### src/rtl/pulse_train_gen.sv
// Burst pulse generator: emits `count` one-cycle pulses separated by `gap` idle cycles,
// then a one-cycle done strobe. All outputs are driven straight from flops.
module pulse_train_gen #(
  parameter int unsigned CNT_WIDTH = 64,
  parameter int unsigned GAP_WIDTH = 16
) (
  input  logic                 clk,
  input  logic                 rst,
  input  logic                 start,
  input  logic [CNT_WIDTH-1:0] count,
  input  logic [GAP_WIDTH-1:0] gap,
  input  logic                 abort,
  output logic                 busy,
  output logic                 pulse,
  output logic                 done,
  output logic [CNT_WIDTH-1:0] sent
);

  localparam logic [1:0] StIdle  = 2'd0;
  localparam logic [1:0] StPulse = 2'd1;
  localparam logic [1:0] StGap   = 2'd2;
  localparam logic [1:0] StDone  = 2'd3;

  logic [1:0]           state_q, state_d;
  logic [CNT_WIDTH-1:0] cnt_q, cnt_d;
  logic [GAP_WIDTH-1:0] gap_q, gap_d;
  logic [GAP_WIDTH-1:0] gcnt_q, gcnt_d;
  logic [CNT_WIDTH-1:0] sent_q, sent_d;
  logic [CNT_WIDTH-1:0] sent_inc;
  logic                 busy_q, busy_d;
  logic                 pulse_q, pulse_d;
  logic                 done_q, done_d;

  assign sent_inc = sent_q + CNT_WIDTH'(1);

  always_comb begin
    state_d = state_q;
    cnt_d   = cnt_q;
    gap_d   = gap_q;
    gcnt_d  = gcnt_q;
    sent_d  = sent_q;

    unique case (state_q)
      StIdle: begin
        if (start) begin
          sent_d = '0;
          if (count != '0) begin
            cnt_d   = count;
            gap_d   = gap;
            state_d = StPulse;
          end else begin
            state_d = StDone;
          end
        end
      end

      StPulse: begin
        sent_d = sent_inc;
        // Abort beats the final-pulse condition: the pulse still counts, but no done.
        if (abort) begin
          state_d = StIdle;
        end else if (sent_inc == cnt_q) begin
          state_d = StDone;
        end else if (gap_q == '0) begin
          state_d = StPulse;
        end else begin
          gcnt_d  = gap_q;
          state_d = StGap;
        end
      end

      StGap: begin
        gcnt_d = gcnt_q - GAP_WIDTH'(1);
        if (abort) begin
          state_d = StIdle;
        end else if (gcnt_q == GAP_WIDTH'(1)) begin
          state_d = StPulse;
        end
      end

      StDone: begin
        state_d = StIdle;
      end

      default: begin
        state_d = StIdle;
      end
    endcase

    // Outputs are registered copies of the next-state decode, so they align with state_q.
    busy_d  = (state_d != StIdle);
    pulse_d = (state_d == StPulse);
    done_d  = (state_d == StDone);
  end

  always_ff @(posedge clk) begin
    if (rst) begin
      state_q <= StIdle;
      cnt_q   <= '0;
      gap_q   <= '0;
      gcnt_q  <= '0;
      sent_q  <= '0;
      busy_q  <= 1'b0;
      pulse_q <= 1'b0;
      done_q  <= 1'b0;
    end else begin
      state_q <= state_d;
      cnt_q   <= cnt_d;
      gap_q   <= gap_d;
      gcnt_q  <= gcnt_d;
      sent_q  <= sent_d;
      busy_q  <= busy_d;
      pulse_q <= pulse_d;
      done_q  <= done_d;
    end
  end

  assign busy  = busy_q;
  assign pulse = pulse_q;
  assign done  = done_q;
  assign sent  = sent_q;

endmodule

### config.mk
export PLATFORM = sky130hd
export DESIGN_NAME = pulse_train_gen
export DESIGN_NICKNAME = d
export VERILOG_FILES = /design/src/rtl/pulse_train_gen.sv
export SDC_FILE = /design/constraint.sdc
export NUM_CORES = 1
export LEC_CHECK = 0
export CAP_MARGIN = 20
export CORE_AREA = 2 2 167 120
export DETAILED_ROUTE_END_ITERATION = 6
export DIE_AREA = 0 0 169 122
export DONT_BUFFER_PORTS = 1
export HOLD_SLACK_MARGIN = 0.12
export PLACE_DENSITY = 0.67
export SLEW_MARGIN = 20
export SYNTH_ARGS = -nofsm -noshare
export SYNTH_HDL_FRONTEND = slang
export SYNTH_SLANG_ARGS = --single-unit
export TNS_END_PERCENT = 30
### constraint.sdc
create_clock -name clk -period 4 [get_ports clk]
set_clock_uncertainty 0.05 [all_clocks]
set_input_delay 0.8 -clock clk [delete_from_list [all_inputs] [get_ports clk]]
set_output_delay 0.8 -clock clk [all_outputs]
set_load 0.005 [all_outputs]
======== After elaboration in Yosys (flattened, before gate mapping) ========
Cells that the tools add are included.
word-level totals
  output and inout port bits .............. 67
  word-level logic and storage cells ...... 44
  register bits after elaboration ......... 165
  input bits .............................. 84
operators by class
  add/subtract/negate cells ............... 2
  eq/ne operators ......................... 11
  reduce and logical (&&, ||, !) cells .... 9
  multiplexer cells ....................... 14
operator list
  cell                   count
  $pmux 64 s2            1
  $add 64x1->64 const B  1
  $eq 64x64->1           1
  $mux 64                1
  $reduce_bool 64->1     1
  $mux 16                3
  $pmux 16 s2            1
  $eq 16x1->1 const B    1
  $logic_not 16->1       1
  $sub 16x1->16 const B  1
  $mux 2                 7
  $ne 2x2->1 const B     4
  $pmux 2 s4             1
  $eq 2x2->1 const B     3
  $reduce_bool 2->1      3
  $eq 2x1->1 const B     2
  $reduce_and 4->1       1
  $reduce_and 3->1       1
  $logic_not 2->1        1
  $reduce_and 2->1       1

======== Depth between registers and ports, before layout ========
  word-level depth ........................ 6
  gate-level depth with buffers ........... 15
  depth with buffers taken out ............ 12

======== Worst setup path before layout ========
Ideal clock, no wire load.
  path kind ............................... flip-flop to flip-flop
  start point ............................. register sent_q[8], in the netlist sent[8]
  end point ............................... register gcnt_q[5]
  path buffers ............................ 4
  clock period less this slack ............ 3,686 ps
  setup time .............................. 132 ps
  data arrival time ....................... 3,504 ps
  cell stages (with the launch flop) ...... 16
  setup slack ............................. 314 ps
  required time ........................... 3,818 ps
  cell sequence ........................... dfxtp_1 -> buf_2 -> nand4_2 -> or4_1 -> buf_2 -> or4_1 -> buf_2 -> nor3_1 -> xnor2_1 -> nand4_1 -> a2111oi_0 -> nand4_1 -> nand2_1 -> buf_4 -> mux2i_1 -> a21oi_1
on the way
  longest elaborated chain between the ends .. 4
ends and longest elaborated chain
  element                     line  source
  start: declaration          28    logic [CNT_WIDTH-1:0] sent_q, sent_d;
  start signal: assignment    111   sent_q <= sent_d;
  $add 64x1->64               34    assign sent_inc = sent_q + CNT_WIDTH'(1);
  $eq 64x64->1                62    end else if (sent_inc == cnt_q) begin
  $ne 2x2->1 (no line)        n/a
  $reduce_and 4->1 (no line)  n/a
  end signal: assignment      110   gcnt_q <= gcnt_d;
  end: declaration            27    logic [GAP_WIDTH-1:0] gcnt_q, gcnt_d;
Every way passes these cells.
A chain may end at the register's enable or synchronous reset.

======== Worst setup path in the final report ========
  start point ............................. register sent_q[7], in the netlist sent[7]
  end point ............................... register gcnt_q[0]
Same word-level chain as after synthesis.

==> results.json <==
{
  "drt_iter0_drc": 1355,
  "footprint_of_the_multi_input_gates_mm2": 0.00593,
  "timing.final.crit_period_ps": 3810,
  "synth_nets": 1290,
  "hold_class": "in2reg",
  "final_setup_fails": 0,
  "final-seq-area_mm2": 0.00330,
  "endpoint_kind": "register",
  "synthesis.area_per_instance_um2": 7.89,
  "cp_cell_sequence": "nand4_4 > or4_1 > or4_4 > nor4_4 > xnor2_1 > nor4_2 > nor4b_2 > nand4_1 > buf_4 > nand2_1 > buf_12 > o21ai_0 > a211oi_1",
  "antennaDiodeCount": 0,
  "worstSkewPairLatency_ps": 440,
  "core_region_area_mm2": 0.0193,
  "detail_route.vias_per_cell": 6.31,
  "grt_overflow": 0,
  "clock_path_buffers": 2,
  "power_density_mw_per_mm2": 365,
  "routed_wirelength_mm": 33.7,
  "synth.area.top_cells": "sky130_fd_sc_hd__dfxtp_1 35%, sky130_fd_sc_hd__mux2i_1 9.1%, sky130_fd_sc_hd__nor2_1 7.3%",
  "synth_async_sr_flop_share": 0,
  "max_slew.worst_pin.slew_ps": 965,
  "utilization": 0.571,
  "peak_supply_drop_mv": 0.284,
  "drv_cap": 0,
  "clock_tree_from_tritoncts": "built",
  "cell_count_after_placement": 1460,
  "post_detailed_route_count_of_antenna_violating_nets": 0,
  "worst_path_dominant_cell_family": "simple AND/OR/NAND/NOR gates",
  "final_min_period_over_clock_period": 0.951,
  "yosys.area.top_type_share": 0.348,
  "count_of_pins_over_their_slew_limit": 0,
  "slowest_stage": "sky130_fd_sc_hd__or4_1",
  "yosysWarnings": 0,
  "finalNetCount": 1324,
  "syn_area_mm2": 0.00949,
  "root_buffer": "sky130_fd_sc_hd__clkbuf_16",
  "layout-drive-gt1-share": 0.138,
  "grtUsageTotal": 0.328,
  "worst-path-buf-inv": 2,
  "synth_cell_type_count": 65,
  "place_hpwl_mm": 25.5,
  "critical_path_peak_fanout": 13,
  "postSynthRegisterBits": 165,
  "boundaryPins": 151,
  "finish.cell_count_without_fillers": 1497,
  "grt_start_max_net_pins": 166,
  "cts.sink_count": 165,
  "drt_drc_violations_left": 0,
  "critical_path.startpoint_type": "register",
  "grt_pass1_vias": 8491,
  "flow.area_growth_from_synthesis_pct": 15.9,
  "cts_buffers": 17,
  "yosysTopAreaCell": "sky130_fd_sc_hd__dfxtp_1",
  "gpl.final_weighted_congestion": 1.07,
  "dieWidth_um": 169,
  "avgRoutedWirePerCell_um": 22.5,
  "clkSlewWorstSetupHoldPaths_ps": 70,
  "filler_cells_inserted": 1803,
  "die-area_mm2": 0.0206,
  "crit_path_max_incr_delay_ps": 580,
  "htree_num_levels": 4,
  "syn-instance-count": 1203,
  "report.final.hold_viol_count": 0,
  "slew_headroom": 0.355,
  "die-height_um": 122,
  "timing.setup.critical_path_class": "reg2reg",
  "number_of_synthesized_flops_with_an_enable_pin": 0,
  "clock.fmax_ghz": 0.263,
  "quantity_of_i_o_buffers_inserted_on_ports": 0,
  "antenna_found_initial": 0,
  "worst_ep_arrival_time_ps": 4120,
  "floorplan.rows": 43,
  "dominantRegCellSynth": "sky130_fd_sc_hd__dfxtp_1",
  "synth-seq-area-share": 0.348,
  "crit_required_ps": 4310,
  "grt_first_pass_wirelength_mm": 51.0,
  "ctsHoldBuffers": 0,
  "p_leak_nw": 3.98,
  "num_vias": 9451,
  "drt-pass1-iter-count": 6,
  "initial_core_util": 0.493,
  "status": "finished clean"
}
## cell usage after synthesis (3+ instances only)
library cell	n
sky130_fd_sc_hd__nand3_1	36
sky130_fd_sc_hd__nor4_1	57
sky130_fd_sc_hd__buf_1	8
sky130_fd_sc_hd__and3_1	8
sky130_fd_sc_hd__a21oi_1	83
sky130_fd_sc_hd__and4_1	8
sky130_fd_sc_hd__o2bb2ai_1	3
sky130_fd_sc_hd__clkbuf_1	69
sky130_fd_sc_hd__nand4b_1	4
sky130_fd_sc_hd__o21a_1	3
sky130_fd_sc_hd__xnor2_1	77
sky130_fd_sc_hd__nand3b_1	3
sky130_fd_sc_hd__nand2b_1	5
sky130_fd_sc_hd__or4_1	14
sky130_fd_sc_hd__o21ai_0	53
sky130_fd_sc_hd__inv_1	11
sky130_fd_sc_hd__or2_2	6
sky130_fd_sc_hd__a22oi_1	7
sky130_fd_sc_hd__nor2_1	184
sky130_fd_sc_hd__a32oi_1	4
sky130_fd_sc_hd__or3_1	16
sky130_fd_sc_hd__a211oi_1	14
sky130_fd_sc_hd__ha_1	3
sky130_fd_sc_hd__dfxtp_1	165
sky130_fd_sc_hd__and2_1	8
sky130_fd_sc_hd__buf_2	11
sky130_fd_sc_hd__nand2_1	81
sky130_fd_sc_hd__a311oi_1	9
sky130_fd_sc_hd__nor3_1	34
sky130_fd_sc_hd__a31oi_1	16
sky130_fd_sc_hd__o21ai_1	4
sky130_fd_sc_hd__nand4_1	39
sky130_fd_sc_hd__mux2i_1	86
sky130_fd_sc_hd__nor2b_1	8
sky130_fd_sc_hd__nor3b_1	5
sky130_fd_sc_hd__xor2_1	26
## metal layers
| metal | track usage | part of all wire | vias to the layer above |
|---|---|---|---|
| met5 | 0 | 0 | - |
| met4 | 0.0919 | 0.020 | 0 |
| met3 | 0.153 | 0.16 | 56 |
| met2 | 0.413 | 0.37 | 597 |
| met1 | 0.486 | 0.45 | 4386 |
| li1 | - | - | 4412 |
## sequential cells by signal (all words and copies together), names as in the netlist
| name | flops |
|---|---|
| busy | 1 |
| done | 1 |
| sent | 64 |
| gap_q | 16 |
| cnt_q | 64 |
| state_q | 2 |
| gcnt_q | 16 |
| pulse | 1 |
## worst paths after layout
check                to  depth (start not counted)  slack [ps]  startpoint
min reg2reg  gcnt_q[14]                          2         440  gcnt_q[14]
min           gap_q[10]                          1         370         rst
max reg2reg   gcnt_q[0]                         13         190     sent[7]
max           gcnt_q[0]                         13         190     sent[7]
## worst reg2reg max path, cell delays in order, from the launching register on
cell and delay, ps:
sky130_fd_sc_hd__dfxtp_1 440, sky130_fd_sc_hd__nand4_4 160, sky130_fd_sc_hd__or4_1 580, sky130_fd_sc_hd__or4_4 580, sky130_fd_sc_hd__nor4_4 290, sky130_fd_sc_hd__xnor2_1 120
sky130_fd_sc_hd__nor4_2 350, sky130_fd_sc_hd__nor4b_2 250, sky130_fd_sc_hd__nand4_1 120, sky130_fd_sc_hd__buf_4 220, sky130_fd_sc_hd__nand2_1 120, sky130_fd_sc_hd__buf_12 150
sky130_fd_sc_hd__o21ai_0 70, sky130_fd_sc_hd__a211oi_1 240
## power breakdown
group | internal (W) | switching [W]
sequential | 0.00171 | 0.0000696
combinational | 0.000209 | 0.000292
clock | 0.00101 | 0.000722
total | 0.00293 | 0.00108
## through the flow
stage          setup WS [ps]  hold slack, ps  total power (W)  setup TNS (ps)  area (um^2)
2_1_floorplan            314             404          0.00218               0         9490
3_5_place_dp            88.9             423          0.00230               0        10200
4_1_cts                 79.6             361          0.00402               0        10800
6_report                 194             372          0.00402               0        11000
3_3_place_gp             163             411          0.00229               0        10200
5_1_grt                -10.5             353          0.00417           -10.5        11000
## layout by cell type, fill, tap and decap left out, drive strengths merged, types with 4 or more instances in the layout
| cell type | count |
|---|---|
| inv | 14 |
| a31oi | 16 |
| or4 | 14 |
| nand4b | 4 |
| a32oi | 4 |
| xnor2 | 77 |
| buf | 105 |
| nor3 | 34 |
| and4 | 8 |
| or2 | 6 |
| nor4 | 58 |
| dfxtp | 165 |
| o21ai | 57 |
| mux2i | 86 |
| nand4 | 40 |
| xor2 | 26 |
| clkinv | 7 |
| a22oi | 7 |
| a211oi | 14 |
| and3 | 8 |
| nor3b | 5 |
| nor2b | 8 |
| nand2b | 5 |
| clkbuf | 19 |
| a311oi | 9 |
| a21oi | 84 |
| and2 | 9 |
| nand3 | 36 |
| nand2 | 81 |
| or3 | 16 |
| nor2 | 184 |
## logic make-up (layout without fill, tap and decap cells)
| family | Yosys count | count (layout) | share of synthesized area |
|---|---|---|---|
| xor+xnor | 103 | 103 | 0.0950 |
| simple gates | 526 | 526 | 0.279 |
| fa+ha+maj | 3 | 3 | 0.00396 |
| buf+inv | 101 | 148 | 0.0426 |
| compound gates | 218 | 218 | 0.140 |
| mux | 87 | 87 | 0.0919 |
| flops | 165 | 165 | 0.348 |
## cell type report
class | instances | area share
Multi-Input combinational cell | 937 | 0.539
Sequential cell | 165 | 0.300
Timing Repair Buffer | 105 | 0.0728
Inverter | 11 | 0.00375
Tap cell | 247 | 0.0281
Clock buffer | 19 | 0.0403
Clock inverter | 13 | 0.0157
## timing repair
item | in CTS | in global routing
gates resized for setup | 0 | 23
buffers inserted | 0 | 5
hold endpoints to repair | 0 | 0
setup endpoints to repair | 0 | 20
Power figures use the tool's default switching activity.
